### src/rtl/clk_div_pkg.sv
// Shared types and constants for the clock-enable divider.
// Imported by clk_div_ctrl and period_meter.
package clk_div_pkg;

  typedef enum logic [1:0] {
    IDLE      = 2'd0,
    RUN       = 2'd1,
    STOP_PEND = 2'd2
  } state_t;

  localparam int CNT_W_DEF = 8;
  localparam int MIN_HALF  = 1;

endpackage

### src/rtl/period_meter.sv
// Measures clk cycles between successive ticks.
// First tick after arm_clr only arms; counter saturates.
module period_meter
  import clk_div_pkg::*;
#(
  parameter int CNT_W = CNT_W_DEF
) (
  input  logic           clk,
  input  logic           rst,
  input  logic           tick,
  input  logic           arm_clr,
  output logic           meas_valid,
  output logic [CNT_W:0] meas_period
);

  localparam logic [CNT_W:0] SAT = '1;

  logic           armed;
  logic [CNT_W:0] cnt;

  // tick arrives one cycle ahead of the registered tick output,
  // so meas_valid lines up with the visible tick.
  always_ff @(posedge clk) begin
    if (rst) begin
      armed       <= 1'b0;
      cnt         <= '0;
      meas_valid  <= 1'b0;
      meas_period <= '0;
    end else begin
      meas_valid <= tick && armed;
      if (tick) begin
        cnt   <= {{CNT_W{1'b0}}, 1'b1};
        armed <= 1'b1;
        if (armed) meas_period <= cnt;
      end else if (cnt != SAT) begin
        cnt <= cnt + 1'b1;
      end
      if (arm_clr) armed <= 1'b0;
    end
  end

endmodule

### src/rtl/clk_div_ctrl.sv
// Programmable divided square wave with boundary-aligned
// start/stop/config sequencing and self period measurement.
module clk_div_ctrl
  import clk_div_pkg::*;
#(
  parameter int CNT_W = CNT_W_DEF
) (
  input  logic             clk,
  input  logic             rst,
  input  logic             cfg_valid,
  input  logic [CNT_W-1:0] cfg_half,
  output logic             cfg_ready,
  input  logic             start,
  input  logic             stop,
  output logic             div_out,
  output logic             tick,
  output logic             running,
  output logic             meas_valid,
  output logic [CNT_W:0]   meas_period
);

  state_t           state, state_nxt;
  logic [CNT_W-1:0] half, half_nxt;
  logic [CNT_W-1:0] cnt, cnt_nxt;
  logic [CNT_W-1:0] pend, pend_nxt;
  logic [CNT_W-1:0] cfg_h, rise_h;
  logic             pend_v, pend_v_nxt;
  logic             div_nxt, tick_nxt;
  logic             cfg_acc, arm_clr;

  assign cfg_ready = !pend_v;
  assign running   = (state != IDLE);
  assign cfg_acc   = cfg_valid && cfg_ready;
  assign cfg_h     = (cfg_half == '0) ? CNT_W'(MIN_HALF) : cfg_half;
  // H taken at a rising edge; a same-cycle handshake bypasses the holding reg
  assign rise_h    = pend_v ? pend : (cfg_acc ? cfg_h : half);

  always_comb begin
    state_nxt  = state;
    half_nxt   = half;
    cnt_nxt    = cnt;
    pend_nxt   = pend;
    pend_v_nxt = pend_v;
    div_nxt    = div_out;
    tick_nxt   = 1'b0;
    arm_clr    = 1'b0;
    if (cfg_acc) begin
      if (state == IDLE) begin
        half_nxt = cfg_h;
      end else begin
        pend_nxt   = cfg_h;
        pend_v_nxt = 1'b1;
      end
    end
    unique case (state)
      IDLE: begin
        if (start && !stop) begin
          state_nxt = RUN;
          div_nxt   = 1'b1;
          tick_nxt  = 1'b1;
          cnt_nxt   = half_nxt - 1'b1;
        end
      end
      RUN: begin
        if (stop) begin
          if (!div_out || cnt == '0) begin
            state_nxt = IDLE;
            div_nxt   = 1'b0;
          end else begin
            state_nxt = STOP_PEND;
            cnt_nxt   = cnt - 1'b1;
          end
        end else if (cnt == '0) begin
          div_nxt = !div_out;
          if (!div_out) begin
            tick_nxt   = 1'b1;
            half_nxt   = rise_h;
            pend_v_nxt = 1'b0;
            cnt_nxt    = rise_h - 1'b1;
          end else begin
            cnt_nxt = half - 1'b1;
          end
        end else begin
          cnt_nxt = cnt - 1'b1;
        end
      end
      STOP_PEND: begin
        if (cnt == '0) begin
          state_nxt = IDLE;
          div_nxt   = 1'b0;
        end else begin
          cnt_nxt = cnt - 1'b1;
        end
      end
      default: begin
        state_nxt = IDLE;
        div_nxt   = 1'b0;
      end
    endcase
    // A held config survives stop and becomes H on return to IDLE
    if (state != IDLE && state_nxt == IDLE) begin
      arm_clr = 1'b1;
      if (pend_v_nxt) begin
        half_nxt   = pend_nxt;
        pend_v_nxt = 1'b0;
      end
    end
  end

  always_ff @(posedge clk) begin
    if (rst) begin
      state   <= IDLE;
      half    <= CNT_W'(MIN_HALF);
      cnt     <= '0;
      pend    <= '0;
      pend_v  <= 1'b0;
      div_out <= 1'b0;
      tick    <= 1'b0;
    end else begin
      state   <= state_nxt;
      half    <= half_nxt;
      cnt     <= cnt_nxt;
      pend    <= pend_nxt;
      pend_v  <= pend_v_nxt;
      div_out <= div_nxt;
      tick    <= tick_nxt;
    end
  end

  period_meter #(
    .CNT_W(CNT_W)
  ) u_meter (
    .clk        (clk),
    .rst        (rst),
    .tick       (tick_nxt),
    .arm_clr    (arm_clr),
    .meas_valid (meas_valid),
    .meas_period(meas_period)
  );

endmodule

### config.mk
export PLATFORM = sky130hd
export DESIGN_NAME = clk_div_ctrl
export DESIGN_NICKNAME = d
export VERILOG_FILES = /design/src/rtl/clk_div_pkg.sv /design/src/rtl/period_meter.sv /design/src/rtl/clk_div_ctrl.sv
export SDC_FILE = /design/constraint.sdc
export NUM_CORES = 1
export LEC_CHECK = 0
export CAP_MARGIN = 10
export CORE_MARGIN = 1
export CORE_UTILIZATION = 55
export CTS_BUF_LIST = sky130_fd_sc_hd__clkbuf_16
export DETAILED_ROUTE_END_ITERATION = 8
export GPL_ROUTABILITY_DRIVEN = 0
export PLACE_DENSITY = 0.83
export SYNTH_ARGS = -nofsm -noshare
export SYNTH_HDL_FRONTEND = slang
export SYNTH_SLANG_ARGS = --single-unit
### constraint.sdc
create_clock -name clk -period 3.2 [get_ports clk]
set_input_delay 0.32 -clock clk [delete_from_list [all_inputs] [get_ports clk]]
set_output_delay 0.32 -clock clk [all_outputs]
set_load 0.02 [all_outputs]
==> impl_metrics.ini <==
[place]
io_buffer_count = 26
dp.cells = 495
dp.final_hpwl_mm = 6.10

[power_and_ir_drop]
ir_drop_uv = 274
power_frac_seq_pct = 38.4
p_int_w = 0.00119
switchingPower_w = 0.000651
p_leak_nw = 1.52
swShare_pct = 35.3
clockPowerShare_pct = 30.8
p_comb_share_pct = 30.8
power.density_nw_per_um2 = 496

[floorplanning]
num_rows = 27
core_area_um2 = 5540
dieArea_um2 = 6090
die_h_um = 78.0
die_w_um = 78.0
initial_core_util_pct = 57.4
io_pins = 27

[critical_path]
reg2reg_slack_ns = 0.22
crit_arrival_ns = 3.17
cp-startpoint = state[1]
reg2reg_from = state[1]
r2r_cells = 11
timing_worst_setup_path_type = register to register
cp-end-kind = register
critPathRequiredTime_ns = 3.39
start_kind = register
crit_fanout = 16

[clocking]
cts_tree = yes
htreeDepth = 2
numCtsBuffers = 5
cts_sinks = 49
cts_hold_buf = 0
cts_root_buf = clkbuf_16
clkLatencyLatePin_ns = 0.30
cts_resized = 0
clk_path_buf_depth = 2
cts_setup_buffers = 0
path_clk_slew_ns = 0.08

[timing]
holdWs_ns = 0.495
fmax_ghz = 0.335
fin_crit_sh_pct = 93.2
setup_viol = 0
min_period_ns = 2.98
skew_ns = 0.00423
tightest_slew_ns = 0.714
hold_violations = 0
drv_slew = 0
slew_headroom_pct = 51.2
final.setup.tns_ns = 0
rsz0062_at_grt = no

[finish]
seq_area_um2 = 981
multi_input_area_um2 = 2060
final_nets = 452
area_delta_synth_final_pct = 16.9
fillCellCount = 476
fin_cells = 503
diodes = 0
drive_gt1_share_pct = 7.42

[synth]
syn-cell-area_um2 = 3180
synth_cell_type_count = 62
netlist_instances = 401
syn_nets = 423
synth-async-reset-ratio_pct = 0
synthTopCellsByArea = dfxtp_1 (31%), mux2i_1 (6.9%), nor2_1 (5.1%)
syn_area_per_cell_um2 = 7.93
synth_top_cell_area_share_pct = 30.9
synth-seq-area-share_pct = 30.9
yosysTopAreaCell = dfxtp_1
synthTopCellsByCount = dfxtp_1 (49), nor2_1 (43), nand2_1 (33)
yosysWarnings = 0
synth_most_common_cell = dfxtp_1
synth_seq_cells = 49
synthFlopType = dfxtp_1
synth_edf_count = 0

[route]
vias = 3203
ant_nets = 0
drc = 0
dr.pass1.iters = 7
avgViaCountPerCell = 6.37
routed_wl_mm = 8.54
wl_per_cell_um = 17.0
drt_iter0_drc = 398

[grt]
track_usage_pct = 29.6
grt_start_max_net_pins = 37
grt_pass1_wl_mm = 14.3
grt_antenna_before_repair = 0
grt_pass1_vias = 2983
grt_overflow = 0

[run]
drv_cap = 0

[outcome]
status = completed

[hold_path]
min_path_type = register to register
hp-start = u_meter.meas_period[4]
hold_path_depth = 2
## power groups by stage
stage	logic [W]	clock network [W]	registers, W
after floorplan	0.000401	0	0.000704
after global placement	0.000534	0	0.000717
after detailed placement	0.000548	0	0.000719
after CTS	0.000555	0.000565	0.000705
after global routing	0.000625	0.000592	0.000713
final	0.000568	0.000569	0.000708
## stage by stage
stage	setup slack, ns	total power, W	area (um^2)	utilization, %
2_1_floorplan	0.597	0.00110	3180	-
3_3_place_gp	0.263	0.00125	3560	64.3
3_5_place_dp	0.141	0.00127	3560	64.3
4_1_cts	0.311	0.00182	3720	67.1
5_1_grt	0.0910	0.00193	3720	67.1
6_report	0.217	0.00185	3720	67.1
## layer usage
metal	part of all wire, %	wire length, um	global-route usage [%]	up-vias
met1	44	3770	38.9	1477
met3	8.2	703	6.63	31
met5	0	0	0	-
met2	45	3830	46.3	171
met4	2.8	237	13.3	0
li1	-	-	-	1524
## logic make-up after synthesis
group	Yosys count	share of synthesized area, %
flops	49	30.9
compound gates	110	24.0
mux	24	7.63
xor+xnor	21	5.79
buf+inv	36	4.49
fa+ha+maj	9	3.54
simple gates	152	23.7
## worst max-delay path, stage by stage, from the launching register on
cell and delay [ns]:
dfxtp_1 0.36, inv_1 0.10, ha_1 0.56, nand3b_1 0.29, mux2i_1 0.27, ha_1 0.29, nor3b_1 0.28, xnor2_1 0.17
nand2_1 0.08, o21ai_0 0.11, nor4_1 0.07, a221o_1 0.27
## final cells by class
| type | count | area share [%] |
|---|---|---|
| multi-input combinational | 316 | 55.3 |
| clock inverter | 3 | 0.774 |
| sequential | 49 | 26.4 |
| inverter | 17 | 1.72 |
| clock buffer | 5 | 3.37 |
| tap | 72 | 2.42 |
| timing repair buffer | 41 | 10.0 |
## state kept, by name, summed over array words and instances, names as in the netlist
signal / cells
u_meter.meas_valid: 1
pend: 8
u_meter.armed: 1
half: 8
cnt: 8
div_out: 1
u_meter.cnt: 9
pend_v: 1
state: 2
u_meter.meas_period: 9
tick: 1
## path summary, 6_finish.rpt
kind                                 end
setup / recovery                  cnt[4]
hold / removal    u_meter.meas_period[4]
setup reg to reg                  cnt[4]
hold reg to reg   u_meter.meas_period[4]
## placed cells by master (no fill, tap or decap), drive strengths merged, types with 2 or more instances in the layout
cell type / synthesis / final
inv: 17 / 19
nor2b: 6 / 6
buf: 5 / 15
mux2: 2 / 2
clkdlybuf4s50: 0 / 26
ha: 9 / 9
o21a: 2 / 2
and2: 10 / 10
nand2b: 9 / 9
a222oi: 5 / 5
or2: 2 / 2
a2111oi: 2 / 2
nor2: 43 / 43
clkbuf: 14 / 5
a311oi: 2 / 2
mux2i: 22 / 22
nand4b: 2 / 2
nor3b: 2 / 2
nand3: 12 / 12
o211ai: 6 / 6
dfxtp: 49 / 49
a21oi: 26 / 26
a22o: 2 / 2
nor3: 14 / 14
nor4: 7 / 7
nand2: 33 / 33
and3b: 2 / 2
o21ai: 28 / 28
a211o: 11 / 11
a211oi: 3 / 3
a221oi: 2 / 2
xnor2: 13 / 13
o221ai: 2 / 2
nand4: 2 / 2
or3: 3 / 3
xor2: 8 / 8
o22ai: 2 / 2
No activity file was read; power rests on OpenSTA's default activity.
==> variant, RTL diff (config.mk and constraints unchanged) <==
Change the package constant `CNT_W_DEF` from 8 to 9.
--- a/src/rtl/clk_div_pkg.sv
+++ b/src/rtl/clk_div_pkg.sv
@@ -8,7 +8,7 @@
     STOP_PEND = 2'd2
   } state_t;
 
-  localparam int CNT_W_DEF = 8;
+  localparam int CNT_W_DEF = 9;
   localparam int MIN_HALF  = 1;
 
 endpackage
Ports: changed (resized cfg_half and meas_period); port bits go from 27 to 29. No check against the original RTL was run, so the function may have changed too.
==> variant against the unedited design <==
Cell area is 8.5% higher. Synthesized area up 9.8%. Die area increased by 9.5%. Total power is 8.7% higher. Non-clock buffer count is 2 higher. First-iteration DRC count shrank 23%. Critical endpoint is now cnt[8]$_SDFFE_PP0P_. Count of clock-buffer cells in the layout is the same. Critical path type is now input pin to register. Worst setup slack worse by 79 ps. Sequential share of layout area rose by 0.41 points. Synthesized cell count grew 13%. Sequential cell count is 5 higher. Routed wire length increased by 8.4%. Global-route usage increased by 0.084 points.
==> variant: results (changes against the unedited design) <==
result_of_the_run: "complete, no violations"
reg2reg_depth: 7  # -4
detailedRoute.firstIterationViolations: 307  # -23%
timing.rr.end: "cnt[8]$_SDFFE_PP0P_"
met2_track_usage_gr: 0.467  # +0.00383
worst_clock_skew_ps: 5.50  # +1.27 ps
place_inst: 546  # +10%
layout.area.seq_um2: 1080  # +10%
global_route_wire_length_before_repair_um: 15200  # +6.3%
grt_use_met1: 0.412  # +0.0237
place_ws_ps: 27.6  # -114 ps
synth_sequential_area_ratio: 0.310  # +0.00125
viasPerCell: 6.25  # -1.8%
fp.coreArea_um2: 6030  # +8.8%
whs_endpoint: "u_meter.meas_valid$_SDFF_PP0_"
hold_slack_ps: 483  # -11.5 ps
count_of_non_cts_buffers_in_the_layout: 43  # +4.9%
slowest_stage_cell_crit_path: "sky130_fd_sc_hd__clkdlybuf4s50_1"
reg_top3: "u_meter.cnt x10, u_meter.meas_period x10"
regToRegSetupSlack_ps: 180  # -40 ps
drt_wl_total_um: 9250  # +8.4%
post-dp-hpwl_um: 6440  # +5.5%
grt_max_degree: 47  # +27%
power.switching_mw: 0.664  # +1.9%
syn-mean-instance-area_um2: 7.69  # -3.1%
relative_area_of_clock_buffers_and_inverters_in_the_final_design: 0.0406  # -0.000767
wirelength_met1_um: 4170  # +11%
startpoint: "cfg_valid"
part_of_the_power_in_registers: 0.388  # +0.004
postSynthNetCount: 476  # +13%
total_leakage_power_nw: 1.60  # +5.2%
groute.usage.overall: 0.297  # +0.000839
part_of_the_cycle_the_worst_path_needs: 0.957  # +0.0246
[variant: cell count changes after synthesis, moves of 5 or more]
cell,before,now
sky130_fd_sc_hd__nor3_1,14,20
sky130_fd_sc_hd__dfxtp_1,49,54
sky130_fd_sc_hd__nand2b_1,9,3
sky130_fd_sc_hd__nand2_1,33,44
sky130_fd_sc_hd__o21a_1,2,11
sky130_fd_sc_hd__o21ai_1,0,5
sky130_fd_sc_hd__clkbuf_1,14,19
sky130_fd_sc_hd__nand3_1,12,6
sky130_fd_sc_hd__and2_1,10,5
sky130_fd_sc_hd__mux2i_1,22,31
sky130_fd_sc_hd__nor2_1,43,66
[variant: kinds of logic after synthesis]
| group | after synthesis | share of synthesized area |
|---|---|---|
| XOR/XNOR | 22 | 0.0552 |
| buffers and inverters | 40 | 0.0455 |
| AND/OR/NAND/NOR | 183 | 0.248 |
| flip-flops | 54 | 0.310 |
| multiplexers | 33 | 0.0954 |
| AO/OA/AOI/OAI | 114 | 0.217 |
| adder cells (fa/ha/maj) | 8 | 0.0287 |
